`src/rtl/noise_pkg.sv`:
```
// Shared types and default geometry for the block pixel stream.
// Widths use cw() so single-entry dimensions still get a 1-bit counter.
package noise_pkg;

  typedef enum logic [1:0] {
    IDLE  = 2'd0,
    FILL  = 2'd1,
    DRAIN = 2'd2,
    GAP   = 2'd3
  } blk_tx_state_t;

  localparam int DEF_FW     = 16;
  localparam int DEF_FH     = 4;
  localparam int DEF_BW     = 4;
  localparam int DEF_BH     = 2;
  localparam int NBX        = DEF_FW / DEF_BW;
  localparam int NBY        = DEF_FH / DEF_BH;
  localparam int BAND_DEPTH = DEF_BH * DEF_FW;

  function automatic int cw(input int n);
    return (n > 1) ? $clog2(n) : 1;
  endfunction

endpackage

```
`src/rtl/block_stream_tx_band_buffer.sv`:
```
// One-band pixel store: one write port, one registered read port.
// The read register is the block stream data output, so it holds when idle.
module block_stream_tx_band_buffer
  import noise_pkg::*;
#(
  parameter int DEPTH = BAND_DEPTH,
  parameter int DW    = 8,
  parameter int AW    = cw(DEPTH)
) (
  input  logic          clk,
  input  logic          rst_n,
  input  logic          i_we,
  input  logic [AW-1:0] i_waddr,
  input  logic [DW-1:0] i_wdata,
  input  logic          i_re,
  input  logic [AW-1:0] i_raddr,
  output logic [DW-1:0] o_rdata
);

  logic [DW-1:0] r_mem [DEPTH];
  logic [DW-1:0] r_rdata;

  // storage write, no reset on the array itself
  always_ff @(posedge clk) begin
    if (i_we) r_mem[i_waddr] <= i_wdata;
  end

  // registered read, holds its value while not reading
  always_ff @(posedge clk or negedge rst_n) begin
    if (!rst_n)    r_rdata <= '0;
    else if (i_re) r_rdata <= r_mem[i_raddr];
  end

  assign o_rdata = r_rdata;

endmodule

```
`src/rtl/block_stream_tx.sv`:
```
// Raster-to-block reorder: buffers one band of rows, then emits it
// block by block with a fixed idle gap between blocks.
module block_stream_tx
  import noise_pkg::*;
#(
  parameter int DATA_WIDTH   = 8,
  parameter int BLOCK_W      = DEF_BW,
  parameter int BLOCK_H      = DEF_BH,
  parameter int FRAME_WIDTH  = DEF_FW,
  parameter int FRAME_HEIGHT = DEF_FH,
  parameter int BLOCK_GAP    = 1
) (
  input  logic                  clk,
  input  logic                  rst_n,
  input  logic [DATA_WIDTH-1:0] pixel_in,
  input  logic                  pixel_valid,
  input  logic                  sof_in,
  output logic                  pixel_ready,
  output logic [DATA_WIDTH-1:0] data_out,
  output logic                  data_valid,
  output logic                  start_data,
  output logic                  start_of_frame,
  output logic                  end_of_frame,
  output logic [31:0]           blocks_per_frame,
  output logic                  sof_error
);

  localparam int C_NBX   = FRAME_WIDTH / BLOCK_W;
  localparam int C_NBY   = FRAME_HEIGHT / BLOCK_H;
  localparam int C_DEPTH = BLOCK_H * FRAME_WIDTH;
  localparam int C_BSZ   = BLOCK_W * BLOCK_H;
  localparam int AW      = cw(C_DEPTH);
  localparam int CW      = cw(FRAME_WIDTH);
  localparam int RW      = cw(BLOCK_H);
  localparam int BYW     = cw(C_NBY);
  localparam int BXW     = cw(C_NBX);
  localparam int XW      = cw(BLOCK_W);
  localparam int GW      = cw(BLOCK_GAP + 1);
  localparam int GLAST   = (BLOCK_GAP > 0) ? BLOCK_GAP - 1 : 0;

  localparam logic [CW-1:0]  COL_MAX  = CW'(FRAME_WIDTH - 1);
  localparam logic [RW-1:0]  ROW_MAX  = RW'(BLOCK_H - 1);
  localparam logic [XW-1:0]  BC_MAX   = XW'(BLOCK_W - 1);
  localparam logic [BXW-1:0] BX_MAX   = BXW'(C_NBX - 1);
  localparam logic [BYW-1:0] BAND_MAX = BYW'(C_NBY - 1);
  localparam logic [GW-1:0]  GAP_MAX  = GW'(GLAST);
  localparam logic [AW-1:0]  FW_A     = AW'(FRAME_WIDTH);
  localparam logic [AW-1:0]  BW_A     = AW'(BLOCK_W);

  if (FRAME_WIDTH % BLOCK_W != 0) begin : g_chk_w
    $error("FRAME_WIDTH must be a multiple of BLOCK_W");
  end
  if (FRAME_HEIGHT % BLOCK_H != 0) begin : g_chk_h
    $error("FRAME_HEIGHT must be a multiple of BLOCK_H");
  end
  if ((C_BSZ & (C_BSZ - 1)) != 0) begin : g_chk_p2
    $error("BLOCK_W*BLOCK_H must be a power of two");
  end

  blk_tx_state_t r_state, w_nstate;
  logic            r_ready;
  logic [CW-1:0]   r_col;
  logic [RW-1:0]   r_row;
  logic [BYW-1:0]  r_band;
  logic [BXW-1:0]  r_bx;
  logic [XW-1:0]   r_bc;
  logic [RW-1:0]   r_br;
  logic [GW-1:0]   r_gap;
  logic            r_valid, r_sd, r_sof, r_eof, r_serr;

  logic            w_take, w_restart, w_band_done;
  logic            w_rd, w_blk_end, w_last_bx, w_last_band, w_first;
  logic [AW-1:0]   w_waddr, w_raddr;

  assign w_take      = pixel_valid & r_ready &
                       ((r_state == FILL) | sof_in);
  assign w_restart   = w_take & sof_in;
  assign w_band_done = w_take & ~sof_in &
                       (r_col == COL_MAX) & (r_row == ROW_MAX);
  assign w_rd        = (r_state == DRAIN);
  assign w_blk_end   = w_rd & (r_bc == BC_MAX) & (r_br == ROW_MAX);
  assign w_last_bx   = (r_bx == BX_MAX);
  assign w_last_band = (r_band == BAND_MAX);
  assign w_first     = w_rd & (r_bc == '0) & (r_br == '0);

  assign w_waddr = w_restart ? '0 :
                   AW'(r_row) * FW_A + AW'(r_col);
  assign w_raddr = AW'(r_br) * FW_A + AW'(r_bx) * BW_A + AW'(r_bc);

  // next-state decode
  always_comb begin
    w_nstate = r_state;
    case (r_state)
      IDLE:  if (w_restart) w_nstate = FILL;
      FILL:  if (w_band_done) w_nstate = DRAIN;
      DRAIN: begin
        if (w_blk_end) begin
          if (w_last_bx)          w_nstate = w_last_band ? IDLE : FILL;
          else if (BLOCK_GAP > 0) w_nstate = GAP;
        end
      end
      GAP:   if (r_gap == GAP_MAX) w_nstate = DRAIN;
      default: w_nstate = IDLE;
    endcase
  end

  // state and registered input-ready (low throughout reset)
  always_ff @(posedge clk or negedge rst_n) begin
    if (!rst_n) begin
      r_state <= IDLE;
      r_ready <= 1'b0;
    end else begin
      r_state <= w_nstate;
      r_ready <= (w_nstate == IDLE) | (w_nstate == FILL);
    end
  end

  // raster write position inside the band; sof restarts at (0,0)
  always_ff @(posedge clk or negedge rst_n) begin
    if (!rst_n) begin
      r_col <= '0;
      r_row <= '0;
    end else if (w_restart) begin
      r_col <= CW'(1);
      r_row <= '0;
    end else if (w_take) begin
      if (r_col == COL_MAX) begin
        r_col <= '0;
        r_row <= (r_row == ROW_MAX) ? '0 : r_row + 1'b1;
      end else begin
        r_col <= r_col + 1'b1;
      end
    end
  end

  // block read position, block column, band and gap counters
  always_ff @(posedge clk or negedge rst_n) begin
    if (!rst_n) begin
      r_bc   <= '0;
      r_br   <= '0;
      r_bx   <= '0;
      r_band <= '0;
      r_gap  <= '0;
    end else begin
      r_gap <= (r_state == GAP) ? r_gap + 1'b1 : '0;
      if (w_restart) r_band <= '0;
      if (w_rd) begin
        if (r_bc == BC_MAX) begin
          r_bc <= '0;
          r_br <= (r_br == ROW_MAX) ? '0 : r_br + 1'b1;
        end else begin
          r_bc <= r_bc + 1'b1;
        end
      end
      if (w_blk_end) begin
        r_bx <= w_last_bx ? '0 : r_bx + 1'b1;
        if (w_last_bx)
          r_band <= w_last_band ? '0 : r_band + 1'b1;
      end
    end
  end

  // output flags aligned with the one-cycle buffer read
  always_ff @(posedge clk or negedge rst_n) begin
    if (!rst_n) begin
      r_valid <= 1'b0;
      r_sd    <= 1'b0;
      r_sof   <= 1'b0;
      r_eof   <= 1'b0;
      r_serr  <= 1'b0;
    end else begin
      r_valid <= w_rd;
      r_sd    <= w_first;
      r_sof   <= w_first & (r_bx == '0) & (r_band == '0);
      r_eof   <= w_blk_end & w_last_bx & w_last_band;
      if (w_restart && r_state == FILL) r_serr <= 1'b1;
    end
  end

  block_stream_tx_band_buffer #(
    .DEPTH (C_DEPTH),
    .DW    (DATA_WIDTH),
    .AW    (AW)
  ) u_buf (
    .clk     (clk),
    .rst_n   (rst_n),
    .i_we    (w_take),
    .i_waddr (w_waddr),
    .i_wdata (pixel_in),
    .i_re    (w_rd),
    .i_raddr (w_raddr),
    .o_rdata (data_out)
  );

  assign pixel_ready      = r_ready;
  assign data_valid       = r_valid;
  assign start_data       = r_sd;
  assign start_of_frame   = r_sof;
  assign end_of_frame     = r_eof;
  assign sof_error        = r_serr;
  assign blocks_per_frame = 32'(C_NBX * C_NBY);

endmodule
```
`config.mk`:
```
export PLATFORM = sky130hd
export DESIGN_NAME = block_stream_tx
export DESIGN_NICKNAME = d
export VERILOG_FILES = /design/src/rtl/noise_pkg.sv /design/src/rtl/block_stream_tx_band_buffer.sv /design/src/rtl/block_stream_tx.sv
export SDC_FILE = /design/constraint.sdc
export NUM_CORES = 1
export LEC_CHECK = 0
export ABC_AREA = 1
export CAP_MARGIN = 20
export CORE_MARGIN = 2
export CORE_UTILIZATION = 50
export CTS_BUF_LIST = sky130_fd_sc_hd__clkbuf_16
export CTS_CLUSTER_DIAMETER = 120
export DETAILED_ROUTE_END_ITERATION = 10
export DONT_BUFFER_PORTS = 1
export PLACE_DENSITY = 0.78
export SLEW_MARGIN = 20
export SYNTH_ARGS = -nofsm -noshare
export SYNTH_HDL_FRONTEND = slang
export SYNTH_HIERARCHICAL = 1
export SYNTH_SLANG_ARGS = --single-unit
```
`constraint.sdc`:
```
create_clock -name clk -period 1.9 [get_ports clk]
set_clock_uncertainty 0.05 [all_clocks]
set_input_delay 0.475 -clock clk [delete_from_list [all_inputs] [get_ports clk]]
set_output_delay 0.475 -clock clk [all_outputs]
set_load 0.01 [all_outputs]
```
==> impl_results.md <==
* Status: finished clean
* CTS clk-pin slew, worst paths at 0.06 ns
* Synth Area in XOR/XNOR at 0.1462%
* Crit Reg-Reg Startpoint: pixel_ready$_DFF_PN0_
* Root Buffer: clkbuf_16
* YS warnings at 6
* Logic pwr share at 6.3%
* Hold Worst Slack at 0.2031 ns
* Clock power share at 41.3%
* Compound-cell area share of the yosys netlist at 0.6368%
* CP peak stage delay at 0.37 ns
* Setup crit start: pixel_ready$_DFF_PN0_
* Syn Inst Count at 1064
* Number of synthesized flops with an enable pin at 256
* RSZ-0062 raised after global routing: true
* Synth area leader: edfxtp_1
* Depth of the CTS H-tree at 1
* CTS max path bufs at 3
* First-pass GRT wire length at 42120 um
* Worst R2R End: u_buf/r_mem[13][2]$_DFFE_PP_
* Total track usage at 21.52%
* Leading register cell type out of synthesis: edfxtp_1
* Die W at 158.8 um
* Flops & latches, synth at 284
* Setup TNS at 0 ns
* Mapped Area at 0.01199 sq mm
* First-pass DRT Iterations at 7
* Sw Share at 21.46%
* I/O pin count at 58
* PD cells at 962.5 mW/mm^2
* Setup-failing EPs final at 0
* Drt total wl at 28150 um
* Num rows at 56
* Post-synth top cells: nand2_1 (355), edfxtp_1 (256), nand3_1 (234)
* Clock latency on the worst-skew pair at 0.55 ns
* Ranking of synthesized cells by area: edfxtp_1 (64%), nand2_1 (11%), nand3_1 (9.8%)
* Flop2flop setup slack at 0.04 ns
* Adder and majority gate portion of the synthesized area at 0.5220%
* Layout area overhead at 16.48%
* Net count, final at 1137
* VDD IR max at 0.0008730 V
* Cells on Worst Hold Path at 1
* Clock sinks at 284
* Synth Area in Simple Gates at 23.04%
* Setup crit start kind: flip-flop
* Initial Util at 51.06%
* Largest family of logic cells by synthesized area: simple AND/OR/NAND/NOR gates
* N_diodes at 0
* DR vias/cell at 5.598
* Hold path startpoint: pixel_in[3]
* Crit path max fanout at 8
* Critical path class: reg -> reg
* Leakage at 5.318 nW
* Placer Congestion at 0.8753
* Die area at 0.02523 sq mm
* Placeable core area at 0.02347 sq mm
* Global route overflow at 0
* Slew Viols, Final at 0
* Layout cells sized above 1 at 15.50%
* Distinct cells, synth at 29
* Critical Path End Type: flip-flop
* Sequential-to-total area share from yosys stat at 69.99%
* HPWL after DPL at 16590 um
* Yosys top cell area share at 64.14%
* Internal Pwr Total at 0.01055 W
* Data required, critical path at 2.09 ns
* Crit path cell chain: nand2_1 -> nor2_2 -> inv_2 -> nand2_1 -> inv_2 -> buf_4 -> nand3_2 -> nor2_1 -> buf_4
* Total CTS buffers at 29
* Worst Hold Class: in -> reg
* Max Cap Viol at 0
* Die height at 158.8 um
* CP max stage cell: dfrtp_1
* Fmax at 0.5383 GHz
* Mux contribution to synthesized area at 0%
* Ys async rst share at 9.859%
* Top-count cell post-synth: nand2_1
* Final hold vios at 0
* DRC viols at 0
* Drt initial violations at 969
* Placed cell count at 1392
* CTS tree: built
* IO Port Bufs at 0
* Largest net degree at the start of global routing at 89
* P_sw at 0.002884 W
* Avg WL per Cell at 19.26 um
* Worst Hold End: u_buf/r_mem[26][3]$_DFFE_PP_
* Syn Area/Cell at 11.26 sq um
* Layout Cells excl Fill at 1461
* Final period util at 97.78%
* Worst Reg-to-Reg Cells at 9
* Worst path arrival time at 2.04 ns
* DR vias at 8178
* Initial antenna violation count at 0
* Final min period at 1.858 ns
* Post-route ant nets at 0
* Vias in the first global route at 7826
* Sequential share of power at 52.3%
cells in the final DEF, fill, tap and decap left out, drive strengths merged, types with 2 or more instances in the layout:
cell,instances
clkinv,17
o21ai,6
edfxtp,256
nand3,234
buf,77
bufinv,4
nor2,42
inv,32
nand3b,2
dfrtp,28
clkbuf,32
conb,32
ha,5
xor2,2
nand2,360
a21oi,5
power groups by stage:
stage               Combinational [W]  Sequential [W]  Clock, W
finish                       0.000850         0.00703   0.00555
global route                 0.000909         0.00704   0.00585
CTS                          0.000780         0.00703   0.00562
detailed placement           0.000596         0.00716         0
global placement             0.000573         0.00716         0
floorplan                    0.000418         0.00715         0
per-stage QoR:
stage          worst slack [ns]  cell area, sq um  util (%)  power, W
2_1_floorplan           -0.2611             12150         -  0.007567
3_3_place_gp           -0.09923             12580     53.61  0.007732
3_5_place_dp            -0.1276             12580     53.61  0.007759
4_1_cts                0.008254             13730     58.49   0.01343
5_1_grt                -0.03416             13960     59.48   0.01380
6_report                0.04220             13960     59.48   0.01344
what timing repair did:
item | CTS | global route
endpoints found under the setup margin | 63 | 224
hold buffers | 10 | 0
endpoints found under the hold margin | 284 | 0
gates resized for setup | 4 | 36
cloned | 0 | 3
setup buffers | 0 | 3
pin swaps | 0 | 4
state kept, by name, summed over array words and instances (netlist names), 2 cells and up:
| name | count |
|---|---|
| u_buf/r_mem | 256 |
| r_bx | 2 |
| r_bc | 2 |
| r_col | 4 |
| r_state | 2 |
| u_buf/o_rdata | 8 |
cell families (layout without fill, tap and decap cells):
family,after synthesis,count (layout)
simple gates,641,641
fa+ha+maj,5,5
compound gates,14,14
xor+xnor,2,2
other cells,2,32
buf+inv,116,164
flops,284,284
worst max path at each step:
stage / endpoint / slack [ns] / cells after the start
floorplan: u_buf/r_mem[10][0]$_DFFE_PP_ / -0.26 / 9
global placement: u_buf/r_mem[17][7]$_DFFE_PP_ / -0.1 / 9
detailed placement: u_buf/r_mem[17][4]$_DFFE_PP_ / -0.13 / 9
CTS: u_buf/r_mem[5][6]$_DFFE_PP_ / 0.008 / 10
global route: u_buf/r_mem[13][4]$_DFFE_PP_ / -0.03 / 9
finish: u_buf/r_mem[13][2]$_DFFE_PP_ / 0.04 / 9
cell type report:
| class | count | area [sq um] |
|---|---|---|
| clock inverters | 24 | 211.5 |
| inverters | 30 | 125.1 |
| fillers | 1750 | 9512 |
| multi-input cells | 694 | 3188 |
| well taps | 319 | 399.1 |
| repair buffers | 81 | 918.4 |
| clock buffers | 29 | 725.7 |
| flip-flops and latches | 284 | 8393 |
critical path: cells and delay by family, from the launching register on:
family	cells	cell delay (ns)
DFF	1	0.37
buffers and inverters	4	0.59
and+or+nand+nor	5	0.52
metal layers:
metal | global-route usage (%) | share of wire [%] | vias up
li1 | - | - | 3713
met1 | 28.02 | 37 | 3900
met2 | 36.92 | 49 | 494
met3 | 3.396 | 10 | 71
met4 | 7.381 | 2.8 | 0
met5 | 0 | 0 | -
No activity file was read; power rests on OpenSTA's default activity.
